==> config.mk <==
export PLATFORM = sky130hd
export DESIGN_NAME = fetch_unit_flat
export DESIGN_NICKNAME = d
export VERILOG_FILES = /design/src/rtl/fetch_unit_if.sv /design/src/rtl/fetch_unit.sv /design/src/flat_wrapper.sv
export SDC_FILE = /design/constraint.sdc
export NUM_CORES = 1
export LEC_CHECK = 0
export ABC_CLOCK_PERIOD_IN_PS = 11700
export CAP_MARGIN = 0
export CORE_UTILIZATION = 42
export CTS_BUF_LIST = sky130_fd_sc_hd__clkbuf_16
export CTS_CLUSTER_DIAMETER = 80
export DETAILED_ROUTE_END_ITERATION = 8
export HOLD_SLACK_MARGIN = 0.06
export PLACE_DENSITY = 0.72
export SYNTH_ARGS = -nofsm -noshare
export SYNTH_HDL_FRONTEND = slang
export SYNTH_SLANG_ARGS = --single-unit
==> constraint.sdc <==
create_clock -name clk -period 11.7 [get_ports clk]
set_input_delay 1.17 -clock clk [delete_from_list [all_inputs] [get_ports clk]]
set_output_delay 1.17 -clock clk [all_outputs]
set_load 0.1 [all_outputs]
==> src/rtl/fetch_unit_if.sv <==
// Instruction-bus and decode-handshake signals of the fetch unit.
// The master side is the fetch unit. The slave side is the memory and decode.
interface fetch_unit_if;
    logic        mem_rd_o;
    logic [31:0] mem_addr_o;
    logic [31:0] mem_data_i;
    logic        mem_ack_i;
    logic        instr_valid_o;
    logic [31:0] instr_o;
    logic [31:0] instr_pc_o;
    logic        instr_ready_i;
    logic        fetch_err_o;

    modport master (
        output mem_rd_o, mem_addr_o, instr_valid_o, instr_o, instr_pc_o, fetch_err_o,
        input  mem_data_i, mem_ack_i, instr_ready_i
    );

    modport slave (
        input  mem_rd_o, mem_addr_o, instr_valid_o, instr_o, instr_pc_o, fetch_err_o,
        output mem_data_i, mem_ack_i, instr_ready_i
    );
endinterface

==> src/rtl/fetch_unit.sv <==
// Non-pipelined instruction fetch unit. It has at most one outstanding bus read.
// It drives the PC load pair and presents fetched words to decode over valid/ready.
module fetch_unit #(
    parameter logic [31:0] ERR_INSTR = 32'h0000_0013
) (
    input  logic               clk,
    input  logic               reset,
    input  logic [31:0]        pc_i,
    output logic               pc_load_o,
    output logic [31:0]        pc_next_o,
    input  logic               redirect_i,
    input  logic [31:0]        redirect_addr_i,
    fetch_unit_if.master       bus
);

    typedef enum logic [1:0] {IDLE, REQ, HOLD, DROP} state_t;

    state_t      r_state,       w_state_nxt;
    logic        r_pc_load,     w_pc_load_nxt;
    logic [31:0] r_pc_next,     w_pc_next_nxt;
    logic        r_mem_rd,      w_mem_rd_nxt;
    logic [31:0] r_mem_addr,    w_mem_addr_nxt;
    logic        r_instr_valid, w_instr_valid_nxt;
    logic [31:0] r_instr,       w_instr_nxt;
    logic [31:0] r_instr_pc,    w_instr_pc_nxt;
    logic        r_fetch_err,   w_fetch_err_nxt;

    // NOTE: the payload registers are reset as well, so every output reads 0 during reset.
    always_ff @(posedge clk or posedge reset) begin
        if (reset) begin
            r_state       <= IDLE;
            r_pc_load     <= 1'b0;
            r_pc_next     <= '0;
            r_mem_rd      <= 1'b0;
            r_mem_addr    <= '0;
            r_instr_valid <= 1'b0;
            r_instr       <= '0;
            r_instr_pc    <= '0;
            r_fetch_err   <= 1'b0;
        end else begin
            r_state       <= w_state_nxt;
            r_pc_load     <= w_pc_load_nxt;
            r_pc_next     <= w_pc_next_nxt;
            r_mem_rd      <= w_mem_rd_nxt;
            r_mem_addr    <= w_mem_addr_nxt;
            r_instr_valid <= w_instr_valid_nxt;
            r_instr       <= w_instr_nxt;
            r_instr_pc    <= w_instr_pc_nxt;
            r_fetch_err   <= w_fetch_err_nxt;
        end
    end

    always_comb begin
        w_state_nxt       = r_state;
        w_pc_load_nxt     = 1'b0;
        w_pc_next_nxt     = r_pc_next;
        w_mem_rd_nxt      = r_mem_rd;
        w_mem_addr_nxt    = r_mem_addr;
        w_instr_valid_nxt = r_instr_valid;
        w_instr_nxt       = r_instr;
        w_instr_pc_nxt    = r_instr_pc;
        w_fetch_err_nxt   = r_fetch_err;

        if (redirect_i) begin
            w_pc_load_nxt     = 1'b1;
            w_pc_next_nxt     = redirect_addr_i;
            w_instr_valid_nxt = 1'b0;
            w_fetch_err_nxt   = 1'b0;
            case (r_state)
                REQ, DROP: begin
                    // A pending read cannot be withdrawn, so DROP waits out its ack.
                    if (bus.mem_ack_i) begin
                        w_mem_rd_nxt = 1'b0;
                        w_state_nxt  = IDLE;
                    end else begin
                        w_state_nxt  = DROP;
                    end
                end
                default: w_state_nxt = IDLE;
            endcase
        end else begin
            case (r_state)
                IDLE: begin
                    // While a PC load is still landing, pc_i is stale, so wait one cycle.
                    if (!r_pc_load) begin
                        if (pc_i[1:0] == 2'b00) begin
                            w_mem_rd_nxt   = 1'b1;
                            w_mem_addr_nxt = pc_i;
                            w_state_nxt    = REQ;
                        end else begin
                            w_instr_valid_nxt = 1'b1;
                            w_fetch_err_nxt   = 1'b1;
                            w_instr_nxt       = ERR_INSTR;
                            w_instr_pc_nxt    = pc_i;
                            w_state_nxt       = HOLD;
                        end
                    end
                end
                REQ: begin
                    if (bus.mem_ack_i) begin
                        w_mem_rd_nxt      = 1'b0;
                        w_instr_nxt       = bus.mem_data_i;
                        w_instr_pc_nxt    = r_mem_addr;
                        w_instr_valid_nxt = 1'b1;
                        w_fetch_err_nxt   = 1'b0;
                        w_pc_load_nxt     = 1'b1;
                        w_pc_next_nxt     = r_mem_addr + 32'd4;
                        w_state_nxt       = HOLD;
                    end
                end
                HOLD: begin
                    if (bus.instr_ready_i) begin
                        w_instr_valid_nxt = 1'b0;
                        w_state_nxt       = IDLE;
                    end
                end
                DROP: begin
                    if (bus.mem_ack_i) begin
                        w_mem_rd_nxt = 1'b0;
                        w_state_nxt  = IDLE;
                    end
                end
                default: w_state_nxt = IDLE;
            endcase
        end
    end

    assign pc_load_o         = r_pc_load;
    assign pc_next_o         = r_pc_next;
    assign bus.mem_rd_o      = r_mem_rd;
    assign bus.mem_addr_o    = r_mem_addr;
    assign bus.instr_valid_o = r_instr_valid;
    assign bus.instr_o       = r_instr;
    assign bus.instr_pc_o    = r_instr_pc;
    assign bus.fetch_err_o   = r_fetch_err;

endmodule
==> src/flat_wrapper.sv <==
// flat-port wrapper written by rule: the top's interface ports become plain ports
module fetch_unit_flat 
#(
    parameter logic [31:0] ERR_INSTR = 32'h0000_0013
)
  (clk, reset, pc_i, pc_load_o, pc_next_o, redirect_i, redirect_addr_i, bus_mem_rd_o, bus_mem_addr_o, bus_instr_valid_o, bus_instr_o, bus_instr_pc_o, bus_fetch_err_o, bus_mem_data_i, bus_mem_ack_i, bus_instr_ready_i);
  fetch_unit_if bus_i ();
  input  logic clk;
  input  logic reset;
  input  logic [31:0] pc_i;
  output logic pc_load_o;
  output logic [31:0] pc_next_o;
  input  logic redirect_i;
  input  logic [31:0] redirect_addr_i;
  output wire logic [$bits(bus_i.mem_rd_o)-1:0] bus_mem_rd_o;
  output wire logic [$bits(bus_i.mem_addr_o)-1:0] bus_mem_addr_o;
  output wire logic [$bits(bus_i.instr_valid_o)-1:0] bus_instr_valid_o;
  output wire logic [$bits(bus_i.instr_o)-1:0] bus_instr_o;
  output wire logic [$bits(bus_i.instr_pc_o)-1:0] bus_instr_pc_o;
  output wire logic [$bits(bus_i.fetch_err_o)-1:0] bus_fetch_err_o;
  input wire logic [$bits(bus_i.mem_data_i)-1:0] bus_mem_data_i;
  input wire logic [$bits(bus_i.mem_ack_i)-1:0] bus_mem_ack_i;
  input wire logic [$bits(bus_i.instr_ready_i)-1:0] bus_instr_ready_i;
  assign bus_mem_rd_o = bus_i.mem_rd_o;
  assign bus_mem_addr_o = bus_i.mem_addr_o;
  assign bus_instr_valid_o = bus_i.instr_valid_o;
  assign bus_instr_o = bus_i.instr_o;
  assign bus_instr_pc_o = bus_i.instr_pc_o;
  assign bus_fetch_err_o = bus_i.fetch_err_o;
  assign bus_i.mem_data_i = bus_mem_data_i;
  assign bus_i.mem_ack_i = bus_mem_ack_i;
  assign bus_i.instr_ready_i = bus_instr_ready_i;
  fetch_unit #(.ERR_INSTR(ERR_INSTR)) u_core (.clk(clk), .reset(reset), .pc_i(pc_i), .pc_load_o(pc_load_o), .pc_next_o(pc_next_o), .redirect_i(redirect_i), .redirect_addr_i(redirect_addr_i), .bus(bus_i));
endmodule
==> metrics.txt <==
Die Area=about 16000 um^2; commonest cells in the netlist=nand2_1, dfrtp_1, mux2i_1, nand3_1, mux2_2; synth top area cells=dfrtp_1, nand2_1, mux2i_1, mux2_2, nand3_1; delay-heaviest family, CP=buffers and inverters; worst skew pair latency=420 ps; total negative slack=0 ps; cts repair resizes=0; Final setup violation count=0; starting density of the core=43.4%; vias in the first global route=5579; Routed WL per cell=~17 um; area grow syn2layout=47.4%; input/output buffers=232; Hold Crit Class=reg2reg; status=finished, violations left; Final Hold Viols=0; async set-reset flop share out of synthesis=between 90% and 100%; fraction of layout cells with a size suffix above 1=10.4%; hold_buf cts=0; Post-DP HPWL=roughly 12000 um; GRT Total Usage=22.8%; crit-path max cell delay=1200 ps; CTS tree=built; Final Max Tran Viols=0; Crit Path Category=reg2out; DIE WIDTH=125 um; WP data arrival=2130 ps; number of flops mapped to enable cells by yosys=0; postcts setup bufs=0; nets=943; fmax=0.303 GHz; largest net degree at the start of global routing=94; Worst Setup End Kind=output port; Remaining DRCs=19; Post-Syn Nets=730; Critical Path Start Type=flop; Cell Chain, Critical Path=clkdlybuf4s50_1; Mapped Avg Cell Area=10.2 um^2; min Tclk post-route=3300 ps; Setup Skew=around 9.7 ps; synthesized area=6390 um^2; core area=14700 um^2; Top FF cell, synth=dfrtp_1; first-pass GRT wire length=between 20000 and 30000 um; Root Driver=clkbuf_16; Seq/Total Area, Yosys=52.5%; total clock sinks=~130; Die H=roughly 130 um; Vias=5358; Vias/cell=5.18; YS warnings=0; Slew headroom=17.5%; post-synth top area cell=dfrtp_1; initial antenna violation count=0; Worst Path Required=between 10000 and 15000 ps; max-cap viol count=0; Cell variety after synth=42; First-pass DRT Iterations=7; I/O pin count=233; failing checks=design-rule violations; slowest CP cell=clkdlybuf4s50_1; library cell with the highest instance count after synthesis=nand2_1; Worst Max-Slew Pin Slew=about 1200 ps; total gr overflow=0; Reg clk slew, reported paths=60 ps; antenna cells=0; #FFs+latches synth=134; num rows=44; post-synth top area share=a little over half; CP bufs+invs=1; period utilization=approximately 28%; RePlAce Congestion=0.786; cts bufs inserted=17; H-Tree Depth=4; RSZ-0062 raised after global routing=no; Mapped Cells=between 600 and 700; Antenna Violating Nets Remaining=0; drt total wl=about 17000 um; DR iter-0 viols=243; worst-path fanout max=9; Max Root-Sink Buffers=2
==> routing by layer <==
metal	vias up	global-route usage, %	wire [um]
li1	2582	-	-
met2	183	38.1	8360
met5	-	0	0
met3	22	7.62	1410
met4	0	7.39	289
met1	2571	27.7	7380
==> flip-flops by register name, summed over array words and instances, names as in the netlist <==
| register | cells |
|---|---|
| u_core.bus.fetch_err_o | 1 |
| u_core.bus.instr_o | 32 |
| u_core.bus.instr_pc_o | 32 |
| u_core.bus.instr_valid_o | 1 |
| u_core.bus.mem_addr_o | 32 |
| u_core.bus.mem_rd_o | 1 |
| u_core.pc_load_o | 1 |
| u_core.pc_next_o | 32 |
| u_core.r_state | 2 |
==> metrics by stage <==
step	util, %	hold WS (ps)	instance area, um^2	std cells	setup slack (ps)
6_report	64.0	468	9410	1034	8400
5_1_grt	64.0	495	9410	1034	8140
4_1_cts	64.0	470	9410	1034	8310
3_5_place_dp	59.5	458	8750	1002	8060
3_3_place_gp	59.5	450	8750	1002	8170
2_1_floorplan	-	557	6390	624	6950
==> worst paths after layout <==
kind,startpoint,end,slack (ps),depth (start not counted)
worst min-delay path,u_core.bus.instr_o[22]$_DFFE_PP0P_,u_core.bus.instr_o[22]$_DFFE_PP0P_,470,2
worst min register to register,u_core.bus.instr_o[22]$_DFFE_PP0P_,u_core.bus.instr_o[22]$_DFFE_PP0P_,470,2
worst max-delay path,u_core.bus.mem_addr_o[15]$_DFFE_PP0P_,bus_mem_addr_o[15],8400,1
min in group asynchronous,reset,u_core.bus.instr_o[14]$_DFFE_PP0P_,1220,2
worst max register to register,u_core.r_state[1]$_DFFE_PP0P_,u_core.pc_next_o[15]$_DFFE_PP0P_,8460,6
max in group asynchronous,reset,u_core.bus.instr_o[20]$_DFFE_PP0P_,9140,3
==> cells in the final DEF (no fill, tap or decap), drive strengths merged, types with 2 or more instances in the layout <==
master	netlist	layout
buf	18	5
a21oi	11	11
bufinv	0	6
nor2	17	17
nor4	3	3
a31oi	3	3
nand2	157	157
and4	2	2
clkdlybuf4s50	0	231
o21ai	49	49
xnor2	7	7
mux2	30	30
dfrtp	134	134
mux2i	37	37
o221ai	20	20
ha	5	5
and3	3	3
inv	10	13
clkbuf	24	17
clkinv	0	5
nor2b	3	3
o21bai	2	2
xor2	21	21
nand3	37	37
a22oi	2	2
nand4	14	14
or2	2	2
and2	4	4
==> cell type report <==
class / count / area [um^2]
clock inverter: 15 / 235
timing repair buffer: 236 / 2350
sequential: 134 / 3350
inverter: 10 / 42.5
fill: 1170 / 5290
tap: 184 / 230
multi-input combinational: 438 / 2780
clock buffer: 17 / 425
==> cell families (layout without fill, tap and decap cells) <==
group,count (synthesis),after routing,synth area share (%)
AOI/OAI and AO/OA,91,91,9.74
and+or+nand+nor,247,247,17.7
xor gates and xnor gates,28,28,3.84
DFF,134,134,52.5
buffers and inverters,52,278,4.17
adders and majority gates,5,5,0.980
muxes,67,67,11.1
Power is left out: the tool's default activity adds up to more than one toggle a clock period on the data nets, which glitch-free logic cannot reach.
